`src/rtl/data_mem_responder_if.sv`:
```
// Request/response bus between a load/store unit and data_mem_responder.
// The master drives requests; the slave returns data, ready and error.
interface data_mem_responder_if;
    logic        MemRead;
    logic        MemWrite;
    logic [8:0]  dAddress;
    logic [31:0] dWriteData;
    logic [3:0]  dByteMask;
    logic [31:0] dReadData;
    logic        mem_ready;
    logic        mem_err;

    modport master (
        output MemRead,
        output MemWrite,
        output dAddress,
        output dWriteData,
        output dByteMask,
        input  dReadData,
        input  mem_ready,
        input  mem_err
    );

    modport slave (
        input  MemRead,
        input  MemWrite,
        input  dAddress,
        input  dWriteData,
        input  dByteMask,
        output dReadData,
        output mem_ready,
        output mem_err
    );
endinterface

```
`src/rtl/data_mem_responder.sv`:
```
// Word-organised data memory with a fixed wait-state response.
// Define DMEM_BYTE_MASK_EN to enable per-byte write enables.
module data_mem_responder #(
    parameter int WAIT_CYCLES = 2,
    parameter int DEPTH_WORDS = 128
) (
    input  logic                 clk,
    input  logic                 rst,
    data_mem_responder_if.slave  bus
);
    localparam int IDX_W = (DEPTH_WORDS > 1) ? $clog2(DEPTH_WORDS) : 1;
    localparam logic [3:0] CNT_LOAD =
        (WAIT_CYCLES > 0) ? 4'(WAIT_CYCLES - 1) : 4'd0;

    typedef enum logic [1:0] {
        S_IDLE,
        S_WAIT,
        S_RESP
    } state_t;

    state_t           r_state;
    state_t           w_state_next;
    logic [3:0]       r_cnt;
    logic [3:0]       w_cnt_next;

    logic [IDX_W-1:0] r_idx;
    logic [31:0]      r_wdata;
    logic [3:0]       r_mask;
    logic             r_write;
    logic             r_err;
    logic [31:0]      r_rdata;

    logic [31:0]      r_mem [DEPTH_WORDS];

    logic             w_req;
    logic             w_accept;
    logic             w_req_err;
    logic [IDX_W-1:0] w_req_idx;

    logic [IDX_W-1:0] w_op_idx;
    logic [31:0]      w_op_wdata;
    logic [3:0]       w_op_mask;
    logic             w_op_write;
    logic             w_op_err;

    logic             w_enter_resp;
    logic             w_commit;
    logic [3:0]       w_wbe;

    assign w_req     = bus.MemRead | bus.MemWrite;
    assign w_accept  = (r_state == S_IDLE) & w_req;
    assign w_req_err = (bus.MemRead & bus.MemWrite)
                     | (bus.dAddress[1:0] != 2'b00);
    assign w_req_idx =
        IDX_W'({25'd0, bus.dAddress[8:2]} % DEPTH_WORDS);

    // With zero wait states RESP is entered on the accepting edge,
    // so the live request must be used there instead of the latches.
    always_comb begin
        w_op_idx   = r_idx;
        w_op_wdata = r_wdata;
        w_op_mask  = r_mask;
        w_op_write = r_write;
        w_op_err   = r_err;
        if (r_state == S_IDLE) begin
            w_op_idx   = w_req_idx;
            w_op_wdata = bus.dWriteData;
            w_op_mask  = bus.dByteMask;
            w_op_write = bus.MemWrite;
            w_op_err   = w_req_err;
        end
    end

`ifdef DMEM_BYTE_MASK_EN
    assign w_wbe = w_op_mask;
`else
    // Full-word writes: the mask is carried but always overridden.
    assign w_wbe = 4'hF | w_op_mask;
`endif

    assign w_enter_resp = ~rst
                        & (w_state_next == S_RESP)
                        & (r_state != S_RESP);
    assign w_commit     = w_enter_resp & w_op_write & ~w_op_err;

    // Next-state and wait counter decode.
    always_comb begin
        w_state_next = r_state;
        w_cnt_next   = r_cnt;
        unique case (r_state)
            S_IDLE: begin
                if (w_accept) begin
                    if (WAIT_CYCLES > 0) begin
                        w_state_next = S_WAIT;
                        w_cnt_next   = CNT_LOAD;
                    end else begin
                        w_state_next = S_RESP;
                    end
                end
            end
            S_WAIT: begin
                if (r_cnt == 4'd0) begin
                    w_state_next = S_RESP;
                end else begin
                    w_cnt_next = r_cnt - 4'd1;
                end
            end
            S_RESP: begin
                w_state_next = S_IDLE;
            end
            default: begin
                w_state_next = S_IDLE;
            end
        endcase
    end

    // State, counter and response data registers.
    always_ff @(posedge clk) begin
        if (rst) begin
            r_state <= S_IDLE;
            r_cnt   <= 4'd0;
            r_rdata <= 32'd0;
            r_err   <= 1'b0;
        end else begin
            r_state <= w_state_next;
            r_cnt   <= w_cnt_next;
            if (w_accept) begin
                r_err <= w_req_err;
            end
            if (w_enter_resp) begin
                if (w_op_err) begin
                    r_rdata <= 32'd0;
                end else if (!w_op_write) begin
                    r_rdata <= r_mem[w_op_idx];
                end
            end
        end
    end

    // Request latches; they only matter while an access is in flight.
    always_ff @(posedge clk) begin
        if (rst) begin
            r_idx   <= '0;
            r_wdata <= 32'd0;
            r_mask  <= 4'd0;
            r_write <= 1'b0;
        end else if (w_accept) begin
            r_idx   <= w_req_idx;
            r_wdata <= bus.dWriteData;
            r_mask  <= bus.dByteMask;
            r_write <= bus.MemWrite;
        end
    end

    // Storage: not reset, so contents survive rst.
    always_ff @(posedge clk) begin
        if (w_commit) begin
            for (int b = 0; b < 4; b++) begin
                if (w_wbe[b]) begin
                    r_mem[w_op_idx][8*b +: 8] <= w_op_wdata[8*b +: 8];
                end
            end
        end
    end

    assign bus.mem_ready = (r_state == S_RESP);
    assign bus.mem_err   = (r_state == S_RESP) & r_err;
    assign bus.dReadData = r_rdata;

endmodule

```
`src/flat_wrapper.sv`:
```
// flat-port wrapper written by rule: the top's interface ports become plain ports
module data_mem_responder_flat 
#(
    parameter int WAIT_CYCLES = 2,
    parameter int DEPTH_WORDS = 128
)
  (clk, rst, bus_MemRead, bus_MemWrite, bus_dAddress, bus_dWriteData, bus_dByteMask, bus_dReadData, bus_mem_ready, bus_mem_err);
  data_mem_responder_if bus_i ();
  input  logic clk;
  input  logic rst;
  input wire logic [$bits(bus_i.MemRead)-1:0] bus_MemRead;
  input wire logic [$bits(bus_i.MemWrite)-1:0] bus_MemWrite;
  input wire logic [$bits(bus_i.dAddress)-1:0] bus_dAddress;
  input wire logic [$bits(bus_i.dWriteData)-1:0] bus_dWriteData;
  input wire logic [$bits(bus_i.dByteMask)-1:0] bus_dByteMask;
  output wire logic [$bits(bus_i.dReadData)-1:0] bus_dReadData;
  output wire logic [$bits(bus_i.mem_ready)-1:0] bus_mem_ready;
  output wire logic [$bits(bus_i.mem_err)-1:0] bus_mem_err;
  assign bus_i.MemRead = bus_MemRead;
  assign bus_i.MemWrite = bus_MemWrite;
  assign bus_i.dAddress = bus_dAddress;
  assign bus_i.dWriteData = bus_dWriteData;
  assign bus_i.dByteMask = bus_dByteMask;
  assign bus_dReadData = bus_i.dReadData;
  assign bus_mem_ready = bus_i.mem_ready;
  assign bus_mem_err = bus_i.mem_err;
  data_mem_responder #(.WAIT_CYCLES(WAIT_CYCLES), .DEPTH_WORDS(DEPTH_WORDS)) u_core (.clk(clk), .rst(rst), .bus(bus_i));
endmodule
```
`config.mk`:
```
export PLATFORM = sky130hd
export DESIGN_NAME = data_mem_responder_flat
export DESIGN_NICKNAME = d
export VERILOG_FILES = /design/src/rtl/data_mem_responder_if.sv /design/src/rtl/data_mem_responder.sv /design/src/flat_wrapper.sv
export SDC_FILE = /design/constraint.sdc
export NUM_CORES = 2
export LEC_CHECK = 0
export ABC_AREA = 1
export CORE_ASPECT_RATIO = 1.2
export CORE_MARGIN = 5
export CORE_UTILIZATION = 63
export DETAILED_ROUTE_END_ITERATION = 8
export PLACE_DENSITY_LB_ADDON = 0.25
export SYNTH_ARGS = -nofsm -noshare
export SYNTH_HDL_FRONTEND = slang
export SYNTH_SLANG_ARGS = --single-unit
```
`constraint.sdc`:
```
create_clock -name clk -period 8.4 [get_ports clk]
set_input_delay 0.84 -clock clk [delete_from_list [all_inputs] [get_ports clk]]
set_output_delay 0.84 -clock clk [all_outputs]
set_load 0.03 [all_outputs]
```
==> impl_metrics.tcl <==
set metrics [dict create \
    p_int_mw 36.18 \
    async_reset_ff_frac 0 \
    final_nets 14740 \
    cts-root-buf "clkbuf_16" \
    synth_most_common_cell "nand2_1" \
    synthTopCellsByCount "4910 x nand2_1, 4096 x edfxtp_1, 1836 x nor2_1" \
    yosysTopAreaCell "edfxtp_1" \
    switchingPower_mw 15.53 \
    synth_top_family_by_area "simple AND/OR/NAND/NOR gates" \
    cp.arrival_ns 6.87 \
    powerDensity_nw_per_um2 276.9 \
    synthAdderAreaFrac 0.0001485 \
    overflow 0 \
    ctsLongestPathBuffers 4 \
    cts_hold_buffers 0 \
    rows 208 \
    syn_area_per_cell_sq_um 11.42 \
    avgRoutedWirePerCell_microns 24.02 \
    cp-start-kind "flip-flop" \
    fin_crit_ns 6.042 \
    crit_path_max_fanout 136 \
    end_kind "flip-flop" \
    synthMuxAreaShare 0 \
    hold_path_class "flip-flop to flip-flop" \
    insertion_delay_ns 0.91 \
    drt_iter0_drc 15330 \
    track_usage 0.3161 \
    synthXorXnorAreaFrac 0 \
    tns_ns 0 \
    ys_types 28 \
    synth_edf_count 4096 \
    min_period_over_period 0.7193 \
    grt_pass1_wl_mm 654.7 \
    place.gp.congestion 0.9496 \
    status "finished, final reports clean" \
    switching_share 0.3003 \
    synth_top_cell_area_share 0.7298 \
    critPathKind "flip-flop to flip-flop" \
    die_area_sq_um 278000 \
    die_height_microns 576.6 \
    via_per_inst 5.987 \
    cts_sinks 4175 \
    antenna_found_initial 12 \
    final_cells 18590 \
    maxCapViolCount 0 \
    vdd_ir_drop_max_mv 0.2522 \
    die-width_microns 482.2 \
    drc 0 \
    post_cts_buffers 0 \
    drv_slew 0 \
    cts_made_buffers 391 \
    grt_max_degree 192 \
    p_leak_nw 67.62 \
    max_slew_margin 0.05833 \
    htreeDepth 5 \
    area_growth_pct 10.79 \
    setup_viol 0 \
    dp.cells 17870 \
    cts_tree "done" \
    seq_area_frac_synth 0.7391 \
    ys_warn_count 0 \
    port_buffers 78 \
    ios 83 \
    cp.required_ns 9.23 \
    ant_nets 0 \
    dp_hpwl_mm 243.2 \
    synth_seq_cells 4175 \
    synth_ff_type "edfxtp_1" \
    synth_area_leaders "edfxtp_1 73%, nand2_1 11%, nor2_1 4.1%, nand3_1 3.2%, o21ai_0 3.1%" \
    core_area_sq_um 267000 \
    grt_pass1_vias 106300 \
    drive_above_1_share 0.06983 \
    pwr-share-comb 0.196 \
    max_freq_mhz 165.5 \
    rsz0062_at_grt "no" \
    clk_pin_slew_worst_paths_ns 0.06 \
    seq_power_share 0.463 \
    finalHoldViolCount 0 \
    clockPowerShare 0.341 \
    drt-pass1-iter-count 6 \
    synth_fp_nets 14810 \
    cts_resized 0 \
    skew_ns 0.04268 \
    start_util 0.6312 \
    synth_compound_area_frac 0.03700 \
    synth_cells 14750 \
    num_vias 111300 \
    syn_area_sq_um 168500 \
    synth-simple-area-share 0.1900 \
    tightest_slew_ns 1.407 \
    routed_wl_mm 446.4 \
]
-- through the flow --
stage	hold WS, ns	instance area [sq um]	setup WS (ns)	power (mW)	util
floorplan	0.4245	168500	1.167	30.76	-
global placement	0.4524	174000	2.672	33.99	0.6518
detailed placement	0.4557	174000	2.717	34.18	0.6518
CTS	0.4654	186700	2.679	51.54	0.6992
global route	0.4856	186700	2.193	53.37	0.6993
finish	0.4648	186700	2.358	51.71	0.6993
-- flip-flops by register name, summed over array words and instances, names as in the netlist --
signal	count
u_core.r_idx	7
u_core.r_cnt	4
u_core.r_write	1
u_core.bus.dReadData	32
u_core.r_wdata	32
u_core.r_mem	4096
u_core.r_state	2
u_core.r_err	1
-- layout by cell type, fill, tap and decap left out, types with 77 or more instances in the layout --
| master | instances |
|---|---|
| nand2_1 | 4905 |
| edfxtp_1 | 4096 |
| nor2_1 | 1702 |
| nand3_1 | 1058 |
| o21ai_0 | 998 |
| inv_1 | 459 |
| clkbuf_16 | 401 |
| buf_4 | 274 |
| nand4_1 | 196 |
| o21ai_1 | 140 |
| nor2_4 | 134 |
| clkinv_1 | 86 |
| clkbuf_1 | 81 |
| dfxtp_1 | 79 |
| clkdlybuf4s50_1 | 77 |
-- critical path, stage by stage (launching register included) --
cell and delay (ns):
dfxtp_1 0.36, nor2_4 0.16, buf_4 0.74, nand2_1 0.20, nand2_4 0.89, buf_12 0.52, buf_4 0.58, nand2_1 0.12
nand3_1 0.12, nand4_1 0.12, nand2_1 0.12, nand2_1 0.08, nor2_1 0.22, nor2_1 0.07, nor2_1 1.03, nand2_1 0.20
a21oi_1 0.18
-- final timing paths --
path | startpoint | end | slack [ns] | depth (start not counted)
setup / recovery | u_core.r_state[1] | u_core.bus.dReadData[31] | 2.36 | 16
setup reg to reg | u_core.r_state[1] | u_core.bus.dReadData[31] | 2.36 | 16
hold reg to reg | u_core.bus.dReadData[29] | u_core.bus.dReadData[29] | 0.46 | 2
hold / removal | u_core.bus.dReadData[29] | u_core.bus.dReadData[29] | 0.46 | 2
-- kinds of logic after synthesis --
family,count (synthesis)
buf+inv,1302
fa+ha+maj,2
compound gates,1245
flops,4175
simple gates,8030
-- area by class of cell --
| class | instances | area (sq um) |
|---|---|---|
| Clock buffer | 487 | 10410 |
| Fill cell | 17760 | 80290 |
| Inverter | 461 | 1730 |
| Tap cell | 3570 | 4467 |
| Sequential cell | 4175 | 124600 |
| Multi-Input combinational cell | 9277 | 39830 |
| Timing Repair Buffer | 382 | 3433 |
| Antenna cell | 7 | 17.52 |
| Clock inverter | 226 | 2261 |
-- metal layers --
layer	global-route usage	routed length [microns]
met3	0.04967	48330
met2	0.5049	210800
met4	0.1681	26020
met1	0.4245	161200
met5	0	58
-- power by group through the flow --
stage | Sequential (mW) | Clock (mW) | Combinational (mW)
2_1_floorplan | 24.8 | 0 | 5.95
3_3_place_gp | 24.4 | 0 | 9.62
3_5_place_dp | 24.4 | 0 | 9.81
4_1_cts | 23.9 | 17.7 | 9.89
5_1_grt | 23.9 | 18.6 | 10.9
6_report | 23.9 | 17.7 | 10.1
Power figures use the tool's default switching activity.
